$ cat src/rtl/wb_rr_arbiter.sv
// Two-master Wishbone round-robin arbiter in front of one shared slave port.
// A stalled strobe is force-acked with 32'hDEAD_BEEF after TIMEOUT cycles (legal range 1..255).
module wb_rr_arbiter #(
  parameter int unsigned TIMEOUT = 16
) (
  input  logic        wb_clk_i,
  input  logic        wb_rst_i,

  input  logic        m0_wbs_cyc_i,
  input  logic        m0_wbs_stb_i,
  input  logic        m0_wbs_we_i,
  input  logic [3:0]  m0_wbs_sel_i,
  input  logic [31:0] m0_wbs_adr_i,
  input  logic [31:0] m0_wbs_dat_i,
  output logic        m0_wbs_ack_o,
  output logic [31:0] m0_wbs_dat_o,

  input  logic        m1_wbs_cyc_i,
  input  logic        m1_wbs_stb_i,
  input  logic        m1_wbs_we_i,
  input  logic [3:0]  m1_wbs_sel_i,
  input  logic [31:0] m1_wbs_adr_i,
  input  logic [31:0] m1_wbs_dat_i,
  output logic        m1_wbs_ack_o,
  output logic [31:0] m1_wbs_dat_o,

  output logic        s_wbs_cyc_i,
  output logic        s_wbs_stb_i,
  output logic        s_wbs_we_i,
  output logic [3:0]  s_wbs_sel_i,
  output logic [31:0] s_wbs_adr_i,
  output logic [31:0] s_wbs_dat_i,
  input  logic        s_wbs_ack_o,
  input  logic [31:0] s_wbs_dat_o,

  output logic [1:0]  gnt_o,
  output logic        tmo_o,
  input  logic        tmo_clr_i
);

  localparam logic [7:0]  TMO_LIM   = TIMEOUT[7:0];
  localparam logic [31:0] TMO_DATA  = 32'hDEAD_BEEF;

  // The state encoding doubles as the one-hot grant vector.
  typedef enum logic [1:0] {
    IDLE = 2'b00,
    GNT0 = 2'b01,
    GNT1 = 2'b10
  } state_t;

  state_t      state;
  state_t      state_next;
  logic        last;
  logic [7:0]  cnt;
  logic        tmo;
  logic        active;
  logic        timeout;

  always_ff @(posedge wb_clk_i) begin
    if (wb_rst_i) begin
      state <= IDLE;
      last  <= 1'b1;
      cnt   <= 8'd0;
      tmo   <= 1'b0;
    end else begin
      state <= state_next;
      if (state_next != state) begin
        if (state_next == GNT0) begin
          last <= 1'b0;
        end else if (state_next == GNT1) begin
          last <= 1'b1;
        end
      end
      if ((state_next != state) || !active || s_wbs_ack_o || timeout) begin
        cnt <= 8'd0;
      end else begin
        cnt <= cnt + 8'd1;
      end
      // A timeout in the same cycle as a clear request leaves the flag set.
      if (timeout) begin
        tmo <= 1'b1;
      end else if (tmo_clr_i) begin
        tmo <= 1'b0;
      end
    end
  end

  // Grants are never pre-empted; handover to a waiting master skips IDLE.
  always_comb begin
    state_next = state;
    case (state)
      IDLE: begin
        if (m0_wbs_cyc_i && m1_wbs_cyc_i) begin
          state_next = last ? GNT0 : GNT1;
        end else if (m0_wbs_cyc_i) begin
          state_next = GNT0;
        end else if (m1_wbs_cyc_i) begin
          state_next = GNT1;
        end
      end
      GNT0: begin
        if (!m0_wbs_cyc_i) begin
          state_next = m1_wbs_cyc_i ? GNT1 : IDLE;
        end
      end
      GNT1: begin
        if (!m1_wbs_cyc_i) begin
          state_next = m0_wbs_cyc_i ? GNT0 : IDLE;
        end
      end
      default: state_next = IDLE;
    endcase
  end

  always_comb begin
    active = 1'b0;
    case (state)
      GNT0:    active = m0_wbs_cyc_i && m0_wbs_stb_i;
      GNT1:    active = m1_wbs_cyc_i && m1_wbs_stb_i;
      default: active = 1'b0;
    endcase
    timeout = active && !s_wbs_ack_o && (cnt == TMO_LIM);
  end

  // A real slave ack always beats the forced one.
  always_comb begin
    s_wbs_cyc_i  = 1'b0;
    s_wbs_stb_i  = 1'b0;
    s_wbs_we_i   = 1'b0;
    s_wbs_sel_i  = 4'h0;
    s_wbs_adr_i  = 32'h0;
    s_wbs_dat_i  = 32'h0;
    m0_wbs_ack_o = 1'b0;
    m0_wbs_dat_o = 32'h0;
    m1_wbs_ack_o = 1'b0;
    m1_wbs_dat_o = 32'h0;
    case (state)
      GNT0: begin
        s_wbs_cyc_i  = m0_wbs_cyc_i;
        s_wbs_stb_i  = m0_wbs_stb_i;
        s_wbs_we_i   = m0_wbs_we_i;
        s_wbs_sel_i  = m0_wbs_sel_i;
        s_wbs_adr_i  = m0_wbs_adr_i;
        s_wbs_dat_i  = m0_wbs_dat_i;
        m0_wbs_ack_o = s_wbs_ack_o;
        m0_wbs_dat_o = s_wbs_dat_o;
        if (timeout) begin
          s_wbs_cyc_i  = 1'b0;
          s_wbs_stb_i  = 1'b0;
          m0_wbs_ack_o = 1'b1;
          m0_wbs_dat_o = TMO_DATA;
        end
      end
      GNT1: begin
        s_wbs_cyc_i  = m1_wbs_cyc_i;
        s_wbs_stb_i  = m1_wbs_stb_i;
        s_wbs_we_i   = m1_wbs_we_i;
        s_wbs_sel_i  = m1_wbs_sel_i;
        s_wbs_adr_i  = m1_wbs_adr_i;
        s_wbs_dat_i  = m1_wbs_dat_i;
        m1_wbs_ack_o = s_wbs_ack_o;
        m1_wbs_dat_o = s_wbs_dat_o;
        if (timeout) begin
          s_wbs_cyc_i  = 1'b0;
          s_wbs_stb_i  = 1'b0;
          m1_wbs_ack_o = 1'b1;
          m1_wbs_dat_o = TMO_DATA;
        end
      end
      default: ;
    endcase
  end

  assign gnt_o = state;
  assign tmo_o = tmo;

endmodule

$ cat config.mk
export PLATFORM = sky130hd
export DESIGN_NAME = wb_rr_arbiter
export DESIGN_NICKNAME = d
export VERILOG_FILES = /design/src/rtl/wb_rr_arbiter.sv
export SDC_FILE = /design/constraint.sdc
export NUM_CORES = 1
export LEC_CHECK = 0
export ABC_AREA = 1
export BUFFER_PORTS_ARGS = -buffer_cell sky130_fd_sc_hd__buf_4
export CORE_AREA = 4 4 123 125
export DETAILED_ROUTE_END_ITERATION = 10
export DIE_AREA = 0 0 127 129
export REMOVE_ABC_BUFFERS = 1
export SLEW_MARGIN = 25
export SYNTH_ARGS = -nofsm -noshare
export SYNTH_HDL_FRONTEND = slang
export SYNTH_SLANG_ARGS = --single-unit
export TNS_END_PERCENT = 10
$ cat constraint.sdc
create_clock -name wb_clk_i -period 2.2 [get_ports wb_clk_i]
set_input_delay 0.44 -clock wb_clk_i [delete_from_list [all_inputs] [get_ports wb_clk_i]]
set_output_delay 0.44 -clock wb_clk_i [all_outputs]
set_load 0.005 [all_outputs]
# Word level (Yosys, flattened, before mapping)
# Cells that the tools add are included.
dict set report op_classes {
  muxes 30
  n_addsub 1
  reduce_logical 15
  n_eq_ne 6
}
# op n
set ops {}
lappend ops {{$pmux 32 s2} 2}
lappend ops {{$mux 32} 3}
lappend ops {{$mux 2} 7}
lappend ops {{$mux 1} 12}
lappend ops {{$add 8x1->8 const B} 1}
lappend ops {{$eq 8x5->1 const B} 1}
lappend ops {{$pmux 1 s2} 4}
lappend ops {{$pmux 4 s2} 1}
lappend ops {{$pmux 2 s3} 1}
lappend ops {{$logic_and 1x1->1} 5}
lappend ops {{$eq 2x1->1 const B} 2}
lappend ops {{$eq 2x2->1 const B} 2}
lappend ops {{$reduce_bool 2->1} 2}
lappend ops {{$logic_or 1x1->1} 3}
lappend ops {{$logic_not 1->1} 2}
lappend ops {{$logic_not 2->1} 1}
lappend ops {{$ne 2x2->1} 1}
lappend ops {{$reduce_and 2->1} 1}
lappend ops {{$reduce_or 2->1} 1}
dict set report word_totals {
  reg_bits 12
  inputBits 178
  out_inout_bits 140
  elab_cells 56
}

# Longest topological paths before layout
dict set report logic_depth {
  depth_word 9
  mapped_depth 12
  mapped_depth_nobuf 12
}

# Worst setup path after synthesis
# No wires, ideal clock.
dict set report synth_timing {
  kind {register -> output}
  from {register state[1], in the netlist gnt_o[1]}
  to {output port m0_wbs_dat_o[14]}
  path_stages_with_launch 11
  t_arrival_ns 1.542
  required_ns 1.760
  slack_ns 0.218
  path_cell_list {dfxtp_1 > inv_1 > ha_1 > nand3_1 > o21ai_1 > nand3_1 > inv_2 > nand2_4 > inv_4 > buf_6 > nor3_1}
}
dict set report synth_via {
  elab_chain_cells 6
  elab_cells_between_ends 7
  cone_classes {eq/ne (2); mux (3); reduce/logical (2)}
}
# item line
set synth_lines {}
lappend synth_lines {{start: declaration} 51} ;# state_t state;
lappend synth_lines {{start signal: assignment} 66} ;# state <= state_next;
lappend synth_lines {{$eq 2x2->1 / $eq 2x1->1 (equally long branches)} {117, 137}}
lappend synth_lines {{$pmux 1 s2} 117} ;# case (state)
lappend synth_lines {{$logic_and 1x1->1 (2 in series)} 122} ;# timeout = active && !s_wbs_ack_o && (cnt == TMO_LIM);
lappend synth_lines {{$mux 32} 147} ;# if (timeout) begin
lappend synth_lines {{$mux 32 *} 137} ;# case (state)
lappend synth_lines {{end: declaration} 16} ;# output logic [31:0] m0_wbs_dat_o,
# Every way passes the cells marked *; elsewhere a longest branch is shown, timed or not.

# Worst setup path after layout
dict set report layout_timing {
  from {register cnt[1]}
  to {output port m1_wbs_ack_o}
}
dict set report layout_via {
  elab_chain_cells 4
}
# item line
set layout_lines {}
lappend layout_lines {{start: declaration} 54} ;# logic [7:0] cnt;
lappend layout_lines {{start signal: assignment} 77} ;# cnt <= cnt + 8'd1;
lappend layout_lines {{$eq 8x5->1} 122}
lappend layout_lines {{$logic_and 1x1->1} 122}
lappend layout_lines {{$mux 1} 163} ;# if (timeout) begin
lappend layout_lines {{$mux 1} 137}
lappend layout_lines {{end: declaration} 24} ;# output logic m1_wbs_ack_o,
# No other way between the ends.

==> reports/qor.yml <==
grtUsageTotal_pct: 15.7
fin_tns_setup_ns: -0.248
cts.hold.buffers_added: 0
start_util_pct: 16.5
synth_area_leader_cell: "nand2_1"
ir_worst_vdd_uv: 521
num_rows: 43
power.density_mw_per_mm2: 454
final_area_mm2: 0.00533
clk_pin_slew_ns: 0.05
grt_pass1_wl_mm: 21.1
hp-start: "wb_rst_i"
status: "finished, violations left"
synthMostInstantiatedCell: "nand2_1"
drc_errors: 0
ys_top_cells_by_area: "nand2_1 26%, a21oi_1 26%, dfxtp_1 10%"
wl_mm: 14.7
synth_edf_count: 0
coreArea_mm2: 0.0139
slew_headroom_pct: 80.3
htreeDepth: 1
dp.cells: 937
worst_slack_ns: -0.0711
arrival_ns: 1.83
num_antenna_cells: 0
overflow: 0
p_leak_nw: 2.67
cts_made_buffers: 3
final_hold_viol_count: 0
clock-sinks: 12
timing.rr.start: "gnt_o[0]"
finalCritPeriodShare_pct: 103
postLayoutCoreUtil_pct: 38.4
synth_top_area_share_pct: 26.5
synth_commonest_cells: "162 x nand2_1, 121 x a21oi_1, 51 x inv_1"
cp_data_required_time_ns: 1.76
drive_above_1_share_pct: 51.9
clk_latency_ns: 0.24
syn_avg_cell_area_um2: 5.03
ant_nets: 0
root_buffer: "clkbuf_16"
viasPerCell: 4.29
num_vias: 4099
setup_viol: 17
rsz0062_at_grt: "true"
r2r_setup_slack_ns: 0.18
io_buffer_count: 317
syn2layout_area_growth_pct: 132
critPathLaunchType: "flop"
gp_congestion: 0.816
whs_ns: 0.403
layout_min_cycle_time_ns: 2.27
grt_pass1_vias: 3811
ys_warn_count: 0
syn_area_mm2: 0.00229
synthArstFlopShare_pct: 0
maxSlewViolCount: 0
postPlaceCellArea_mm2: 0.00494
violations: "setup timing"
firstDrtPassIters: 4
ys_seq_area_share_pct: 10.5
setup.worst_path.start: "cnt[1]"
grt_start_max_net_pins: 49
dp_hpwl_mm: 11.5
clock_path_buffers: 2
nets: 962
critPathCaptureType: "primary output"
antenna_found_initial: 0
fin_skew_ns: 0.00216
maxCapViolCount: 0
synth_flop_cell: "dfxtp_1"
cts_tree: "yes"
finalNonFillerCells: 955
worstMarginPinSlew_ns: 0.295
die_area_mm2: 0.0164
crit_type: "flop to primary output"
worstHoldPathType: "input pin to flop"
crit_fanout: 6
fmax_mhz: 440
die_y_um: 129
fp.dieW_um: 127
synth_cell_types: 24
wl_per_cell_um: 15.4
ys_ff_latch: 12
io_pins: 318
drtIter0Drc: 200
synthCells: 456
cell type report:
type	count	area (um2)
flip-flops and latches	12	248
fillers	1540	8550
clock buffers	4	88.8
multi-input cells	353	1810
inverters	56	215
well taps	180	225
repair buffers	350	2750
what timing repair did:
item | in CTS | in global routing
resized for setup | 16 | 33
setup endpoints to repair | 66 | 100
buffers inserted | 3 | 10
pin swaps | 0 | 7
gates cloned | 1 | 0
placed cells by master, fill, tap and decap left out, drive strengths merged:
| cell | count |
|---|---|
| nand2 | 165 |
| xnor2 | 2 |
| nand3 | 21 |
| nor3 | 19 |
| dfxtp | 12 |
| bufbuf | 1 |
| nor2 | 11 |
| xor2 | 2 |
| clkbuf | 4 |
| a21oi | 122 |
| inv | 56 |
| nand4 | 1 |
| a211oi | 1 |
| ha | 8 |
| buf | 349 |
| o21ai | 1 |
layer usage:
layer	up-vias	share of wire, %	track usage, %
met4	0	0.96	1.64
met5	-	0	0
li1	2093	-	-
met2	152	53	28.8
met1	1846	40	20.0
met3	8	6.7	2.78
sequential cells by signal (all words and copies together), names as in the netlist:
register	cells
gnt_o	2
cnt	8
last	1
tmo_o	1
final timing paths:
path                   to  cells after the start
min              gnt_o[1]                      2
max reg2reg          last                     13
min reg2reg         tmo_o                      2
max          m1_wbs_ack_o                      9
power by group:
part,switching [W],total (W),internal [W]
logic,0.000916,0.00179,0.000877
clock network,0.0000984,0.000373,0.000275
registers,0.0000166,0.000254,0.000237
total,0.00103,0.00242,0.00139
per-stage QoR:
step / setup slack, ns / total power [W]
2_1_floorplan: -1.20 / 0.000937
3_3_place_gp: 0.118 / 0.00195
3_5_place_dp: 0.132 / 0.00194
4_1_cts: -0.0262 / 0.00239
5_1_grt: -0.158 / 0.00262
6_report: -0.0711 / 0.00242
cell families (layout without fill, tap and decap cells):
family / count (synthesis) / in the layout / synth area share, %
AND/OR/NAND/NOR: 217 / 217 / 39.2
AO/OA/AOI/OAI: 124 / 124 / 27.3
buffers and inverters: 91 / 410 / 17.1
flip-flops: 12 / 12 / 10.5
adder cells (fa/ha/maj): 8 / 8 / 4.36
XOR/XNOR: 4 / 4 / 1.53
critical path: stages, from the launching register on:
cell	delay, ns
dfxtp_2	0.33
inv_2	0.07
ha_4	0.13
nand4_1	0.13
nor3_4	0.32
nand2_8	0.12
buf_6	0.15
buf_6	0.11
a21oi_2	0.12
buf_4	0.12
No activity file was read; power rests on OpenSTA's default activity.
